**src/rtl/fwd_hazard_unit_pkg.sv**
```systemverilog
// Shared types and constants for the forwarding / load-use hazard unit:
// RV32 opcodes, scoreboard entry layout and the select encoding.
package fwd_hazard_unit_pkg;

  localparam logic [6:0] OPC_LUI       = 7'b0110111;
  localparam logic [6:0] OPC_AUIPC     = 7'b0010111;
  localparam logic [6:0] OPC_JAL       = 7'b1101111;
  localparam logic [6:0] OPC_JALR      = 7'b1100111;
  localparam logic [6:0] OPC_BRANCH    = 7'b1100011;
  localparam logic [6:0] OPC_LOAD      = 7'b0000011;
  localparam logic [6:0] OPC_STORE     = 7'b0100011;
  localparam logic [6:0] OPC_ARI_ITYPE = 7'b0010011;
  localparam logic [6:0] OPC_ARI_RTYPE = 7'b0110011;
  localparam logic [6:0] OPC_CSR       = 7'b1110011;

  // Select value meaning "take the operand from the register file".
  localparam int FWD_RF = 0;

  typedef struct packed {
    logic       valid;
    logic [4:0] rd;
    logic       is_load;
  } sb_entry_t;

endpackage

```
**src/rtl/fwd_hazard_unit_if.sv**
```systemverilog
// Decode-side bundle between the decode stage (master) and the hazard unit (slave).
interface fwd_hazard_unit_if #(
  parameter int DEPTH = 2
) ();
  localparam int SELW = $clog2(DEPTH + 1);

  // id_valid qualifies id_inst; adv is the pipeline-advance strobe and an
  // instruction is accepted into stage 1 only on a cycle with adv=1 and stall=0.
  // While stall=1 decode must hold id_inst; flush drops everything in flight.
  logic [31:0]     id_inst;
  logic            id_valid;
  logic            adv;
  logic            flush;
  logic [SELW-1:0] fwd1_sel;
  logic [SELW-1:0] fwd2_sel;
  logic            stall;

  modport master (
    output id_inst, id_valid, adv, flush,
    input  fwd1_sel, fwd2_sel, stall
  );

  modport slave (
    input  id_inst, id_valid, adv, flush,
    output fwd1_sel, fwd2_sel, stall
  );
endinterface

```
**src/rtl/fwd_hazard_unit_inst_regs_decode.sv**
```systemverilog
// Combinational register-usage decode of one RV32 instruction.
module inst_regs_decode
  import fwd_hazard_unit_pkg::*;
(
  input  logic [31:0] i_inst,
  output logic        o_has_rd,
  output logic        o_has_rs1,
  output logic        o_has_rs2,
  output logic        o_is_load,
  output logic [4:0]  o_rd,
  output logic [4:0]  o_rs1,
  output logic [4:0]  o_rs2
);
  logic [6:0] w_opcode;
  logic       w_unused;

  assign w_opcode = i_inst[6:0];
  assign o_rd     = i_inst[11:7];
  assign o_rs1    = i_inst[19:15];
  assign o_rs2    = i_inst[24:20];
  assign w_unused = ^{i_inst[31:25], i_inst[13:12]};

  always_comb begin
    o_has_rd  = !((w_opcode == OPC_BRANCH) || (w_opcode == OPC_STORE));
    // CSR immediate forms (funct3[2]=1) carry a zimm in the rs1 field.
    o_has_rs1 = !((w_opcode == OPC_LUI) || (w_opcode == OPC_AUIPC) ||
                  (w_opcode == OPC_JAL) ||
                  ((w_opcode == OPC_CSR) && i_inst[14]));
    o_has_rs2 = (w_opcode == OPC_ARI_RTYPE) || (w_opcode == OPC_BRANCH) ||
                (w_opcode == OPC_STORE);
    o_is_load = (w_opcode == OPC_LOAD);
  end
endmodule

```
**src/rtl/fwd_hazard_unit.sv**
```systemverilog
// Forwarding-select and load-use stall generator over DEPTH downstream stages.
// Build option: define DATA_FWD_EN for forwarding; otherwise every hazard stalls.
module fwd_hazard_unit
  import fwd_hazard_unit_pkg::*;
#(
  parameter int DEPTH      = 2,
  parameter int LOAD_STAGE = 2
) (
  input logic                clk,
  input logic                rst_n,
  fwd_hazard_unit_if.slave   hz
);
  localparam int SELW = $clog2(DEPTH + 1);

  sb_entry_t       r_sb [1:DEPTH];
  sb_entry_t       w_new;
  logic            w_has_rd, w_has_rs1, w_has_rs2, w_is_load;
  logic [4:0]      w_rd, w_rs1, w_rs2;
  logic [SELW-1:0] w_k1, w_k2, w_f1, w_f2;
  logic            w_ld1, w_ld2, w_hz1, w_hz2, w_stall;

  inst_regs_decode u_dec (
    .i_inst    (hz.id_inst),
    .o_has_rd  (w_has_rd),
    .o_has_rs1 (w_has_rs1),
    .o_has_rs2 (w_has_rs2),
    .o_is_load (w_is_load),
    .o_rd      (w_rd),
    .o_rs1     (w_rs1),
    .o_rs2     (w_rs2)
  );

  // Scan oldest to youngest so the smallest matching stage is left standing.
  always_comb begin
    w_k1  = '0;
    w_ld1 = 1'b0;
    w_k2  = '0;
    w_ld2 = 1'b0;
    for (int k = DEPTH; k >= 1; k--) begin
      if (w_has_rs1 && r_sb[k].valid && (r_sb[k].rd == w_rs1)) begin
        w_k1  = SELW'(k);
        w_ld1 = r_sb[k].is_load;
      end
      if (w_has_rs2 && r_sb[k].valid && (r_sb[k].rd == w_rs2)) begin
        w_k2  = SELW'(k);
        w_ld2 = r_sb[k].is_load;
      end
    end
  end

`ifdef DATA_FWD_EN
  assign w_hz1 = w_ld1 && (w_k1 != SELW'(FWD_RF)) && (w_k1 < SELW'(LOAD_STAGE));
  assign w_hz2 = w_ld2 && (w_k2 != SELW'(FWD_RF)) && (w_k2 < SELW'(LOAD_STAGE));
  assign w_f1  = w_hz1 ? SELW'(FWD_RF) : w_k1;
  assign w_f2  = w_hz2 ? SELW'(FWD_RF) : w_k2;
`else
  logic w_unused_ld;
  // Without forwarding the load flag and load stage have no effect.
  assign w_unused_ld = w_ld1 ^ w_ld2 ^ (LOAD_STAGE > DEPTH);
  assign w_hz1 = (w_k1 != SELW'(FWD_RF));
  assign w_hz2 = (w_k2 != SELW'(FWD_RF));
  assign w_f1  = SELW'(FWD_RF);
  assign w_f2  = SELW'(FWD_RF);
`endif

  assign w_stall     = hz.id_valid && (w_hz1 || w_hz2);
  assign hz.stall    = w_stall;
  assign hz.fwd1_sel = hz.id_valid ? w_f1 : SELW'(FWD_RF);
  assign hz.fwd2_sel = hz.id_valid ? w_f2 : SELW'(FWD_RF);

  // x0 writers are recorded invalid so they can never be matched.
  assign w_new = '{valid:   hz.id_valid && w_has_rd && (w_rd != 5'd0),
                   rd:      w_rd,
                   is_load: w_is_load};

  always_ff @(posedge clk or negedge rst_n) begin
    if (!rst_n) begin
      for (int k = 1; k <= DEPTH; k++) r_sb[k] <= '0;
    end else if (hz.flush) begin
      for (int k = 1; k <= DEPTH; k++) r_sb[k] <= '0;
    end else if (hz.adv) begin
      r_sb[1] <= w_stall ? '0 : w_new;
      for (int k = DEPTH; k >= 2; k--) r_sb[k] <= r_sb[k-1];
    end
  end
endmodule

```
**src/flat_wrapper.sv**
```systemverilog
// flat-port wrapper written by rule: the top's interface ports become plain ports
module fwd_hazard_unit_flat import fwd_hazard_unit_pkg::*;
#(
  parameter int DEPTH      = 2,
  parameter int LOAD_STAGE = 2
)
  (clk, rst_n, hz_id_inst, hz_id_valid, hz_adv, hz_flush, hz_fwd1_sel, hz_fwd2_sel, hz_stall);
  fwd_hazard_unit_if #(.DEPTH(DEPTH)) hz_i ();
  input logic clk;
  input logic rst_n;
  input wire logic [$bits(hz_i.id_inst)-1:0] hz_id_inst;
  input wire logic [$bits(hz_i.id_valid)-1:0] hz_id_valid;
  input wire logic [$bits(hz_i.adv)-1:0] hz_adv;
  input wire logic [$bits(hz_i.flush)-1:0] hz_flush;
  output wire logic [$bits(hz_i.fwd1_sel)-1:0] hz_fwd1_sel;
  output wire logic [$bits(hz_i.fwd2_sel)-1:0] hz_fwd2_sel;
  output wire logic [$bits(hz_i.stall)-1:0] hz_stall;
  assign hz_i.id_inst = hz_id_inst;
  assign hz_i.id_valid = hz_id_valid;
  assign hz_i.adv = hz_adv;
  assign hz_i.flush = hz_flush;
  assign hz_fwd1_sel = hz_i.fwd1_sel;
  assign hz_fwd2_sel = hz_i.fwd2_sel;
  assign hz_stall = hz_i.stall;
  fwd_hazard_unit #(.DEPTH(DEPTH), .LOAD_STAGE(LOAD_STAGE)) u_core (.clk(clk), .rst_n(rst_n), .hz(hz_i));
endmodule
```
**config.mk**
```make
export PLATFORM = sky130hd
export DESIGN_NAME = fwd_hazard_unit_flat
export DESIGN_NICKNAME = d
export VERILOG_FILES = /design/src/rtl/fwd_hazard_unit_pkg.sv /design/src/rtl/fwd_hazard_unit_if.sv /design/src/rtl/fwd_hazard_unit_inst_regs_decode.sv /design/src/rtl/fwd_hazard_unit.sv /design/src/flat_wrapper.sv
export SDC_FILE = /design/constraint.sdc
export NUM_CORES = 1
export LEC_CHECK = 0
export CORE_MARGIN = 2
export CORE_UTILIZATION = 37
export CTS_CLUSTER_DIAMETER = 80
export DETAILED_ROUTE_END_ITERATION = 8
export PLACE_DENSITY = 0.73
export SYNTH_ARGS = -nofsm -noshare
export SYNTH_HDL_FRONTEND = slang
export SYNTH_SLANG_ARGS = --single-unit
```
**constraint.sdc**
```tcl
create_clock -name clk -period 2.6 [get_ports clk]
set_clock_uncertainty 0.2 [all_clocks]
set_input_delay 0.78 -clock clk [delete_from_list [all_inputs] [get_ports clk]]
set_output_delay 0.78 -clock clk [all_outputs]
set_load 0.01 [all_outputs]
```
## Yosys cells after proc, flatten, opt, wreduce, memory -nomap -nowiden

Index checks and enable logic that the tools add are counted.

- Register bits after elaboration: 13
- Output and inout port bits: 5
- Word-level logic and storage cells: 49

- Eq/ne operators: 12
- Muxes and demuxes: 7
- Reductions and logical operators: 25

Operators by type and width:

| operator | number |
|---|---|
| $mux W14 | 2 |
| $eq A7 B6 Y1 const B | 3 |
| $eq A7 B7 Y1 const B | 3 |
| $eq A5 B5 Y1 | 4 |
| $logic_and A1 B1 Y1 | 12 |
| $mux W2 | 4 |
| $eq A7 B2 Y1 const B | 1 |
| $eq A7 B5 Y1 const B | 1 |
| $logic_or A1 B1 Y1 | 7 |
| $mux W7 | 1 |
| $reduce_bool A2 Y1 | 3 |
| $reduce_bool A5 Y1 | 1 |
| $logic_not A1 Y1 | 2 |

## Logic depth before layout (Yosys ltp)

Gate-level depths: netlist (run 1).

- Depth after elaboration: 15
- Mapped depth: 5
- Depth with buffers taken out: 5

## Cells and area by module

Synthesis (run 1) repeated with hierarchy kept, for this count alone.

- Cell total of the unflattened synthesis: 114
- Area total of the unflattened synthesis: 1069.8 um2

By module, submodules not included:

| module | times used | cells each | area each (um2) | seq. area each (um2) |
|---|---|---|---|---|
| fwd_hazard_unit | 1 | 88 | 885.8 | 300.3 |
| inst_regs_decode | 1 | 26 | 183.9 | 0.0 |

## Worst setup path after synthesis (run 1)

Ideal clock, no wire load.

- Path kind: input to output
- Start: input hz_id_inst[19]
- End: output hz_stall
- Data arrival time: 1.774 ns
- Slack: -0.154 ns
- Cell stages on the path: 5
- Cell sequence: xor2_1 nor4_1 nand3_1 a21oi_2 o21a_1

- Longest elaborated chain between the ends: 7

Ends and longest elaborated chain:

| element | RTL line | source |
|---|---|---|
| start: declaration | flat_wrapper.sv:11 | `input wire logic [$bits(hz_i.id_inst)-1:0] hz_id_inst;` |
| $eq A5 B5 Y1 | fwd_hazard_unit.sv:40 | `if (w_has_rs1 && r_sb[k].valid && (r_sb[k].rd == w_rs1)) begin` |
| $logic_and A1 B1 Y1 | fwd_hazard_unit.sv:40 |  |
| $mux W2 | fwd_hazard_unit.sv:40 |  |
| $mux W2 (*) | fwd_hazard_unit.sv:40 |  |
| $reduce_bool A2 Y1 (*) | fwd_hazard_unit.sv:60 | `assign w_hz1 = (w_k1 != SELW'(FWD_RF));` |
| $logic_or A1 B1 Y1 (*) | fwd_hazard_unit.sv:66 | `assign w_stall = hz.id_valid && (w_hz1 \|\| w_hz2);` |
| $logic_and A1 B1 Y1 (*) | fwd_hazard_unit.sv:66 |  |
| end: declaration | flat_wrapper.sv:17 | `output wire logic [$bits(hz_i.stall)-1:0] hz_stall;` |

Every way passes the cells marked *; elsewhere a longest branch is shown, timed or not.

## Final worst setup path (run 1)

- Start: input hz_id_inst[4]
- End: output hz_stall

- Longest elaborated chain between the ends: 12

Ends and longest elaborated chain:

| element | RTL line | source |
|---|---|---|
| $eq A7 B6 Y1 / $eq A7 B5 Y1 (equally long branches) | fwd_hazard_unit_inst_regs_decode.sv:26 | `o_has_rs1 = !((w_opcode == OPC_LUI) \|\| (w_opcode == OPC_AUIPC) \|\|` |
| $logic_or A1 B1 Y1 (2 in series) | fwd_hazard_unit_inst_regs_decode.sv:26 |  |
| $logic_or A1 B1 Y1 | fwd_hazard_unit_inst_regs_decode.sv:27 | `(w_opcode == OPC_JAL) \|\|` |
| $logic_not A1 Y1 | fwd_hazard_unit_inst_regs_decode.sv:26 |  |
| $logic_and A1 B1 Y1 (2 in series) | fwd_hazard_unit.sv:40 |  |
| $mux W2 (2 in series) | fwd_hazard_unit.sv:40 |  |
| $reduce_bool A2 Y1 | fwd_hazard_unit.sv:60 |  |
| $logic_or A1 B1 Y1 (*) | fwd_hazard_unit.sv:66 |  |
| $logic_and A1 B1 Y1 (*) | fwd_hazard_unit.sv:66 |  |

Marks and branches as above.

==> results of run 1 <==
==> through the flow <==
stage | total power [mW] | hold slack, ns | setup TNS [ns] | cell area [um^2]
global placement | 0.362 | 0.334 | -1.05 | 1340
floorplan | 0.281 | 0.284 | -0.0991 | 930
CTS | 0.484 | 0.382 | -0.291 | 1420
detailed placement | 0.366 | 0.350 | -1.28 | 1340
finish | 0.487 | 0.400 | -0.280 | 1450
global route | 0.518 | 0.415 | -0.309 | 1450
==> per-layer routing <==
layer  vias up  part of all wire [%]
met5         -                     0
met4         0                     0
met3         0                   5.3
met2        29                    53
met1       460                    41
li1        446                     -
==> final cells by class <==
cell class,instances,area (um^2)
Tap cell,28,35.0
Fill cell,189,828
Multi-Input combinational cell,79,674
Sequential cell,12,300
Clock buffer,3,22.5
Inverter,1,3.75
Timing Repair Buffer,49,412
==> worst register-to-register path: cells and delay by family, from the launching register on <==
family | cells | cell delay (ns)
simple gates | 2 | 0.61
xor+xnor | 1 | 0.13
compound gates | 2 | 0.21
buf+inv | 2 | 0.30
flops | 1 | 0.42
==> power by group through the flow <==
stage / Combinational (mW) / Sequential [mW] / Clock, mW
floorplan: 0.0691 / 0.212 / 0
global placement: 0.151 / 0.212 / 0
detailed placement: 0.154 / 0.212 / 0
CTS: 0.156 / 0.210 / 0.118
global route: 0.175 / 0.213 / 0.130
finish: 0.162 / 0.212 / 0.114
==> what timing repair did <==
action / in CTS / in global routing
endpoints found under the setup margin: 1 / 1
pin swaps: 15 / 7
buffers inserted: 3 / 0
resized for setup: 49 / 7
==> kinds of logic after synthesis <==
family                    share of synthesized area, %
muxes                                             6.59
xor gates and xnor gates                          19.2
DFF                                               33.0
other                                            0.412
buffers and inverters                             4.53
AOI/OAI and AO/OA                                 15.4
and+or+nand+nor                                   20.9
==> worst max-delay path by stage <==
stage / end / slack (ns) / depth (start not counted)
detailed placement: hz_stall / -1.09 / 7
finish: hz_stall / -0.28 / 7
CTS: hz_stall / -0.29 / 7
global placement: hz_stall / -1.05 / 7
floorplan: hz_stall / -0.1 / 5
global route: hz_stall / -0.31 / 7
==> placed cells by master, fill, tap and decap left out, drive strengths merged, types with 4 or more instances in the layout <==
cell type / instances
buf: 27
dfrtp: 12
xnor2: 12
clkdlybuf4s50: 10
nor2: 9
dlygate4sd2: 9
xor2: 8
o22ai: 7
mux2i: 6
a22oi: 5
nand4b: 5
nand3: 4
conb: 4
nand4: 4
==> synth_stat cells <==
cell      instances
dfrtp_1          12
xnor2_1          12
nor2_1            9
xor2_1            8
mux2i_1           6
o22ai_1           6
a22oi_1           5
nand4b_1          5
buf_4             4
nand3_1           4
nand4_1           3
a21oi_1           2
and4b_1           2
nor4_1            2
a21oi_2           1
buf_1             1
clkbuf_1          1
conb_1            1
inv_1             1
nand2_1           1
nand2b_1          1
nand4_2           1
o21a_1            1
o21ai_2           1
o221ai_1          1
o22a_1            1
o22ai_2           1
or4_1             1
or4_4             1
==> results.sh, run 1 <==
export IMPL_outcome="finished with violations"
export IMPL_violations="setup timing"
export IMPL_power_density_nw_per_um2=336
export IMPL_final_layout_size_suffix_gt1_share_pct=34.7
export IMPL_syn_instance_count=95
export IMPL_vias=935
export IMPL_numPortBuffers=28
export IMPL_met1_usage_pct=25.3
export IMPL_initial_utilization_pct=40.0
export IMPL_period_share_pct=111
export IMPL_dieArea_um2=2870
export IMPL_clk_pin_slew_ns=0.08
export IMPL_drv_cap=0
export IMPL_switchingPower_mw=0.146
export IMPL_critPathArrivalTime_ns=1.90
export IMPL_startpoint="hz_id_inst[4]"
export IMPL_rsz0062_at_grt="yes"
export IMPL_hold_violations=0
export IMPL_post_place_ws_ns=-1.09
export IMPL_setup_viol=1
export IMPL_dp_cells=166
export IMPL_syn_cell_area_um2=911
export IMPL_required_ns=1.62
export IMPL_crit_chain="clkdlybuf4s15_2 > and4b_1 > a21oi_2 > o22ai_2 > a21oi_4 > o21a_1 > buf_2"
export IMPL_min_delay_path_depth=2
export IMPL_cp_end_kind="output pin"
export IMPL_relSlewSlack_pct=62.2
export IMPL_dr_pass1_iters=4
export IMPL_critical_path_class="input pin to output pin"
export IMPL_grt_pass1_vias=918
export IMPL_ys_seq_area_share_pct=33.0
export IMPL_r2r_cells=7
export IMPL_largest_reg_flops=12
export IMPL_yosys_area_top_type_share_pct=33.0
export IMPL_drt_iter0_drc=27
export IMPL_rows=17
export IMPL_clockRootBuffer="clkbuf_4"
export IMPL_globalplace_congestion=0.870
export IMPL_drc_errors=0
export IMPL_wirelength_um=2540
export IMPL_vdd_drop_max_mv=0.265
export IMPL_hpwlAfterDp_um=1930
export IMPL_die_h_um=53.6
export IMPL_fin_ws_ns=-0.280
export IMPL_synth_distinct_cells=29
export IMPL_ant_nets=0
export IMPL_numCtsBuffers=3
export IMPL_min_to="u_core.r_sb[13]$_DFFE_PN0P_"
export IMPL_max_freq_mhz=347
export IMPL_largestRegisters="u_core.r_sb x12"
export IMPL_worstSetupStartpointType="input pin"
export IMPL_track_usage_pct=19.7
export IMPL_hp_class="flip-flop to flip-flop"
export IMPL_htreeDepth=1
export IMPL_largest_register="u_core.r_sb"
export IMPL_avgSynthCellArea_um2=9.59
export IMPL_met2_usage_pct=35.0
export IMPL_cts_tree="built"
export IMPL_grt_ovfl_total=0
export IMPL_p_leak_nw=0.639
export IMPL_slew_viol_final=0
export IMPL_area_delta_synth_final_pct=58.9
export IMPL_fin_util_pct=63.6
export IMPL_swShare_pct=30.0
export IMPL_ys_ff_latch=12
export IMPL_holdCritStartpoint="u_core.r_sb[13]$_DFFE_PN0P_"
export IMPL_routedWlPerCell_um=14.7
export IMPL_power_frac_seq_pct=43.5
export IMPL_ys_top_cells_by_area="dfrtp_1, xnor2_1, xor2_1"
export IMPL_crit_fanout=5
export IMPL_clockBufferDepth=2
export IMPL_grt_max_degree=18
export IMPL_pwr_share_comb_pct=33.2
export IMPL_diodes=0
export IMPL_use_met3_pct=3.33
export IMPL_die_x_um=53.6
export IMPL_cpMaxStageDelayCell="and4b_1"
export IMPL_rr_endpoint="u_core.r_sb[13]$_DFFE_PN0P_"
export IMPL_core_um2=2280
export IMPL_yosysWarnings=0
export IMPL_worst_pin_slew_ns=0.566
export IMPL_period_needed_ns=2.88
export IMPL_reg2reg_from="u_core.r_sb[3]$_DFFE_PN0P_"
export IMPL_crit_buf_inv=2
export IMPL_final_cells=172
export IMPL_critPathMaxStageDelay_ns=0.29
export IMPL_grt_busiest_layer="met2"
export IMPL_vias_per_cell=5.44
export IMPL_cts_hold_buf=0
export IMPL_internal_power_mw=0.341
export IMPL_pin_count=42
export IMPL_yosys_area_top_type="dfrtp_1"
export IMPL_clkPwrFrac_pct=23.3
export IMPL_r2r_setup_slack_ns=0.68
export IMPL_path_delay_family="compound AO/OA/AOI/OAI gates"
export IMPL_fin_nets=183
export IMPL_cts_sinks=12
export IMPL_grt_pass1_wl_um=4060
export IMPL_clk_latency_ns=0.27
export IMPL_antenna_found_initial=0
(Power assumes the default switching activity.)
==> inputs of run 2 (changes only) <==
--- a/config.mk
+++ b/config.mk
@@ -10,6 +10,7 @@
 export CTS_CLUSTER_DIAMETER = 80
 export DETAILED_ROUTE_END_ITERATION = 8
 export PLACE_DENSITY = 0.73
+export SKIP_CTS_REPAIR_TIMING = 1
 export SYNTH_ARGS = -nofsm -noshare
 export SYNTH_HDL_FRONTEND = slang
 export SYNTH_SLANG_ARGS = --single-unit
==> results.sh, run 2 (synthesis results as in run 1) <==
export IMPL_drv_cap=0
export IMPL_initial_utilization_pct=40.0
export IMPL_grt_pass1_vias=893
export IMPL_numPortBuffers=28
export IMPL_r2r_cells=6
export IMPL_die_h_um=53.6
export IMPL_critical_path_class="input pin to output pin"
export IMPL_min_to="u_core.r_sb[13]$_DFFE_PN0P_"
export IMPL_grt_ovfl_total=0
export IMPL_worstSetupStartpointType="input pin"
export IMPL_worst_pin_slew_ns=0.570
export IMPL_largest_register="u_core.r_sb"
export IMPL_holdCritStartpoint="u_core.r_sb[13]$_DFFE_PN0P_"
export IMPL_vias_per_cell=5.41
export IMPL_outcome="finished with violations"
export IMPL_r2r_setup_slack_ns=0.81
export IMPL_antenna_found_initial=0
export IMPL_most_common_layout_cells="buf_4, dlymetal6s2s_1, dfrtp_1"
export IMPL_final_layout_size_suffix_gt1_share_pct=30.3
export IMPL_wirelength_um=2500
export IMPL_critPathMaxStageDelay_ns=0.28
export IMPL_reg2reg_from="u_core.r_sb[3]$_DFFE_PN0P_"
export IMPL_grt_pass1_wl_um=3860
export IMPL_cp_end_kind="output pin"
export IMPL_die_x_um=53.6
export IMPL_power_density_nw_per_um2=331
export IMPL_cpMaxStageDelayCell="nor4_2"
export IMPL_numCtsBuffers=3
export IMPL_crit_chain="buf_8 > xor2_2 > nor4_2 > nand3_1 > a21oi_4 > o21a_1 > buf_2"
export IMPL_hold_slack_ns=0.379
export IMPL_critPathArrivalTime_ns=1.91
export IMPL_drt_iter0_drc=23
export IMPL_crit_fanout=2
export IMPL_largest_reg_flops=12
export IMPL_slew_viol_final=0
export IMPL_htreeDepth=1
export IMPL_hp_class="flip-flop to flip-flop"
export IMPL_area_delta_synth_final_pct=61.5
export IMPL_period_needed_ns=2.89
export IMPL_vias=919
export IMPL_clockBufferDepth=2
export IMPL_path_delay_family="simple AND/OR/NAND/NOR gates"
export IMPL_core_um2=2280
export IMPL_rows=17
export IMPL_pin_count=42
export IMPL_rr_endpoint="u_core.r_sb[13]$_DFFE_PN0P_"
export IMPL_final_cells=170
export IMPL_clk_latency_ns=0.27
export IMPL_fin_ws_ns=-0.287
export IMPL_period_share_pct=111
export IMPL_final_common_cell="buf_4"
export IMPL_hpwlAfterDp_um=1930
export IMPL_rsz0062_at_grt="yes"
export IMPL_globalplace_congestion=0.870
export IMPL_dieArea_um2=2870
export IMPL_required_ns=1.62
export IMPL_dr_pass1_iters=4
export IMPL_diodes=0
export IMPL_vdd_drop_max_mv=0.258
export IMPL_grt_max_degree=18
export IMPL_ant_nets=0
export IMPL_dp_cells=166
export IMPL_violations="setup timing"
export IMPL_cts_tree="built"
export IMPL_routedWlPerCell_um=14.7
export IMPL_fin_nets=181
export IMPL_drc_errors=0
export IMPL_max_freq_mhz=346
export IMPL_clk_pin_slew_ns=0.07
export IMPL_p_leak_nw=0.721
export IMPL_clockRootBuffer="clkbuf_4"
export IMPL_largestRegisters="u_core.r_sb x12"
export IMPL_min_delay_path_depth=2
export IMPL_track_usage_pct=18.7
export IMPL_setup_viol=1
export IMPL_cts_sinks=12
export IMPL_relSlewSlack_pct=61.8
export IMPL_crit_buf_inv=2
export IMPL_hold_violations=0
run 2: cell types whose count changed in the layout (fill, tap and decap cells not counted), moves of 3 or more:
cell	delta
xnor2_2	-3
xnor2_1	+3
dlygate4sd2_1	-9
dlymetal6s2s_1	+13
buf_2	-3
run 2: how the worst max path moves through the flow:
stage / from / end / slack, ns / depth (start not counted)
3_3_place_gp: hz_id_inst[15] / hz_stall / -1.05 / 7
3_5_place_dp: hz_id_inst[18] / hz_stall / -1.09 / 7
6_report: hz_id_inst[15] / hz_stall / -0.29 / 7
4_1_cts: hz_id_inst[18] / hz_stall / -1.10 / 7
2_1_floorplan: hz_id_inst[18] / hz_stall / -0.1 / 5
5_1_grt: hz_id_inst[4] / hz_stall / -0.35 / 7
run 2: power breakdown:
part           switching, mW  total (mW)  internal, mW
registers             0.0137       0.211         0.198
logic                 0.0712       0.163        0.0919
clock network         0.0598       0.113        0.0535
run 2: through the flow:
| stage | util (%) | setup TNS, ns | area [um^2] | setup WS, ns | power (mW) |
|---|---|---|---|---|---|
| after floorplan | - | -0.0991 | 930 | -0.0991 | 0.281 |
| after global placement | 59.0 | -1.05 | 1340 | -1.05 | 0.362 |
| after detailed placement | 59.0 | -1.28 | 1340 | -1.09 | 0.366 |
| after CTS | 60.0 | -1.10 | 1370 | -1.10 | 0.482 |
| after global routing | 64.7 | -0.352 | 1470 | -0.352 | 0.518 |
| final | 64.7 | -0.287 | 1470 | -0.287 | 0.488 |
run 2: routing by layer:
layer  vias to the layer above  wire length (um)  track usage (%)  share of wire (%)
met5                         -                 0                0                  0
met4                         0                36             3.85                1.4
met2                        25              1270             32.7                 51
met3                         4                94             3.33                3.8
met1                       451              1090             24.1                 44
li1                        439                 -                -                  -
run 2: area by class of cell:
cell class,instances,area [um^2]
well taps,28,35.0
fillers,187,805
clock buffers,3,22.5
repair buffers,47,447
multi-input cells,79,663
inverters,1,3.75
flip-flops and latches,12,300
run 2: worst reg2reg max path: stages, from the launching register on:
cell and delay, ns:
dfrtp_1 0.42, buf_4 0.16, xnor2_1 0.13, nand4_1 0.14, o22ai_2 0.10, or4_4 0.48, o21ai_2 0.11
==> inputs of run 3 (changes only) <==
--- a/config.mk
+++ b/config.mk
@@ -9,7 +9,8 @@
 export CORE_UTILIZATION = 37
 export CTS_CLUSTER_DIAMETER = 80
 export DETAILED_ROUTE_END_ITERATION = 8
-export PLACE_DENSITY = 0.73
+export GPL_TIMING_DRIVEN = 1
+export PLACE_DENSITY = 0.81
 export SKIP_CTS_REPAIR_TIMING = 1
 export SYNTH_ARGS = -nofsm -noshare
 export SYNTH_HDL_FRONTEND = slang
==> results.sh, run 3 (synthesis results as in run 1) <==
export IMPL_tns_ns=-0.309
export IMPL_clkPwrFrac_pct=23.2
export IMPL_power_density_nw_per_um2=332
export IMPL_drv_cap=0
export IMPL_wirelength_um=2700
export IMPL_clockBufferDepth=2
export IMPL_grt_pass1_vias=1013
export IMPL_initial_utilization_pct=40.0
export IMPL_pwr_share_comb_pct=33.8
export IMPL_htreeDepth=1
export IMPL_dr_pass1_iters=4
export IMPL_largest_reg_flops=12
export IMPL_die_h_um=53.6
export IMPL_ant_nets=0
export IMPL_outcome="finished with violations"
export IMPL_clockRootBuffer="clkbuf_4"
export IMPL_pin_count=42
export IMPL_swShare_pct=29.5
export IMPL_critical_path_class="input pin to output pin"
export IMPL_numPortBuffers=28
export IMPL_period_needed_ns=2.91
export IMPL_relSlewSlack_pct=62.0
export IMPL_grt_ovfl_total=0
export IMPL_antenna_found_initial=0
export IMPL_die_x_um=53.6
export IMPL_path_delay_family="simple AND/OR/NAND/NOR gates"
export IMPL_final_layout_size_suffix_gt1_share_pct=27.1
export IMPL_routedWlPerCell_um=15.7
export IMPL_final_cells=172
export IMPL_clk_latency_ns=0.26
export IMPL_globalplace_congestion=0.829
export IMPL_violations="setup timing"
export IMPL_nFillCells=184
export IMPL_final_common_cell="buf_4"
export IMPL_reg2reg_from="u_core.r_sb[10]$_DFFE_PN0P_"
export IMPL_setup_viol=1
export IMPL_hold_violations=0
export IMPL_drc_errors=0
export IMPL_numCtsBuffers=3
export IMPL_hp_class="flip-flop to flip-flop"
export IMPL_worst_pin_slew_ns=0.568
export IMPL_area_delta_synth_final_pct=60.4
export IMPL_p_leak_nw=0.739
export IMPL_switchingPower_mw=0.143
export IMPL_crit_chain="buf_8 > xor2_2 > nor4_2 > nand3_1 > a21oi_4 > o21a_1 > buf_2"
export IMPL_period_share_pct=112
export IMPL_critPathMaxStageDelay_ns=0.28
export IMPL_core_um2=2280
export IMPL_worstSetupStartpointType="input pin"
export IMPL_largest_register="u_core.r_sb"
export IMPL_min_to="u_core.r_sb[13]$_DFFE_PN0P_"
export IMPL_max_freq_mhz=344
export IMPL_cts_sinks=12
export IMPL_drt_iter0_drc=14
export IMPL_track_usage_pct=21.0
export IMPL_internal_power_mw=0.342
export IMPL_rows=17
export IMPL_crit_fanout=2
export IMPL_rr_endpoint="u_core.r_sb[8]$_DFFE_PN0P_"
export IMPL_power_frac_seq_pct=43.1
export IMPL_critPathArrivalTime_ns=1.93
export IMPL_cpMaxStageDelayCell="nor4_2"
export IMPL_dp_cells=167
export IMPL_diodes=0
export IMPL_fin_nets=183
export IMPL_dieArea_um2=2870
export IMPL_r2r_setup_slack_ns=0.73
export IMPL_slew_viol_final=0
export IMPL_hold_slack_ns=0.368
export IMPL_rsz0062_at_grt="yes"
export IMPL_holdCritStartpoint="u_core.r_sb[13]$_DFFE_PN0P_"
export IMPL_largestRegisters="u_core.r_sb x12"
export IMPL_clk_pin_slew_ns=0.08
export IMPL_grt_pass1_wl_um=4360
export IMPL_r2r_cells=7
export IMPL_grt_max_degree=18
export IMPL_vdd_drop_max_mv=0.261
export IMPL_cp_end_kind="output pin"
export IMPL_hpwlAfterDp_um=2080
export IMPL_vias_per_cell=5.45
export IMPL_vias=938
export IMPL_crit_buf_inv=2
export IMPL_required_ns=1.62
export IMPL_p_total_mw=0.485
export IMPL_fin_ws_ns=-0.309
export IMPL_most_common_layout_cells="buf_4, dlymetal6s2s_1, dfrtp_1"
export IMPL_min_delay_path_depth=2
export IMPL_cts_tree="built"
==> run 3: cell types whose count changed in the layout (fill, tap and decap cells not counted), sizes merged <==
cell	before	now
dlymetal6s2s	13	15
buf	22	23
clkbuf	5	4
==> run 3: worst reg2reg max path, stage by stage (launching register included) <==
cell and delay (ns):
dfrtp_1 0.44, xnor2_1 0.19, nand4_1 0.15, buf_4 0.16, buf_4 0.12, o22a_1 0.26, nand4b_1 0.13, o22ai_1 0.09
==> run 3: routing by layer <==
| metal | wire length (um) | part of all wire (%) | global-route usage [%] | up-vias |
|---|---|---|---|---|
| met5 | 0 | 0 | 0 | - |
| met1 | 1110 | 41 | 24.9 | 441 |
| met3 | 154 | 5.7 | 3.33 | 6 |
| met4 | 48 | 1.8 | 5.56 | 0 |
| met2 | 1380 | 51 | 39.1 | 44 |
| li1 | - | - | - | 447 |
==> run 3: final cells by class <==
class	instances	area, um^2	share of cell area [%]
clock buffer	3	22.5	1.54
sequential	12	300	20.5
multi-input combinational	79	629	43.1
inverter	1	3.75	0.257
tap	28	35.0	2.40
timing repair buffer	49	470	32.2
==> run 3: through the flow <==
| step | cell area [um^2] | utilization (%) | setup slack (ns) |
|---|---|---|---|
| 6_report | 1460 | 64.2 | -0.309 |
| 5_1_grt | 1460 | 64.2 | -0.373 |
| 4_1_cts | 1370 | 60.3 | -1.12 |
| 3_5_place_dp | 1350 | 59.3 | -1.10 |
| 3_3_place_gp | 1350 | 59.3 | -1.05 |
| 2_1_floorplan | 930 | - | -0.0991 |
==> run 3: worst max path at each step <==
stage          slack, ns  endpoint  cells past startpoint      startpoint
2_1_floorplan       -0.1  hz_stall                      5  hz_id_inst[18]
3_5_place_dp       -1.10  hz_stall                      7  hz_id_inst[18]
6_report           -0.31  hz_stall                      7  hz_id_inst[15]
4_1_cts            -1.12  hz_stall                      7  hz_id_inst[18]
5_1_grt            -0.37  hz_stall                      7  hz_id_inst[15]
3_3_place_gp       -1.05  hz_stall                      7  hz_id_inst[18]
==> run 3: power groups by stage <==
stage | sequential, mW | combinational (mW) | clock, mW
6_report | 0.209 | 0.164 | 0.112
5_1_grt | 0.211 | 0.178 | 0.130
3_3_place_gp | 0.211 | 0.152 | 0
3_5_place_dp | 0.212 | 0.157 | 0
4_1_cts | 0.208 | 0.158 | 0.113
2_1_floorplan | 0.212 | 0.0691 | 0
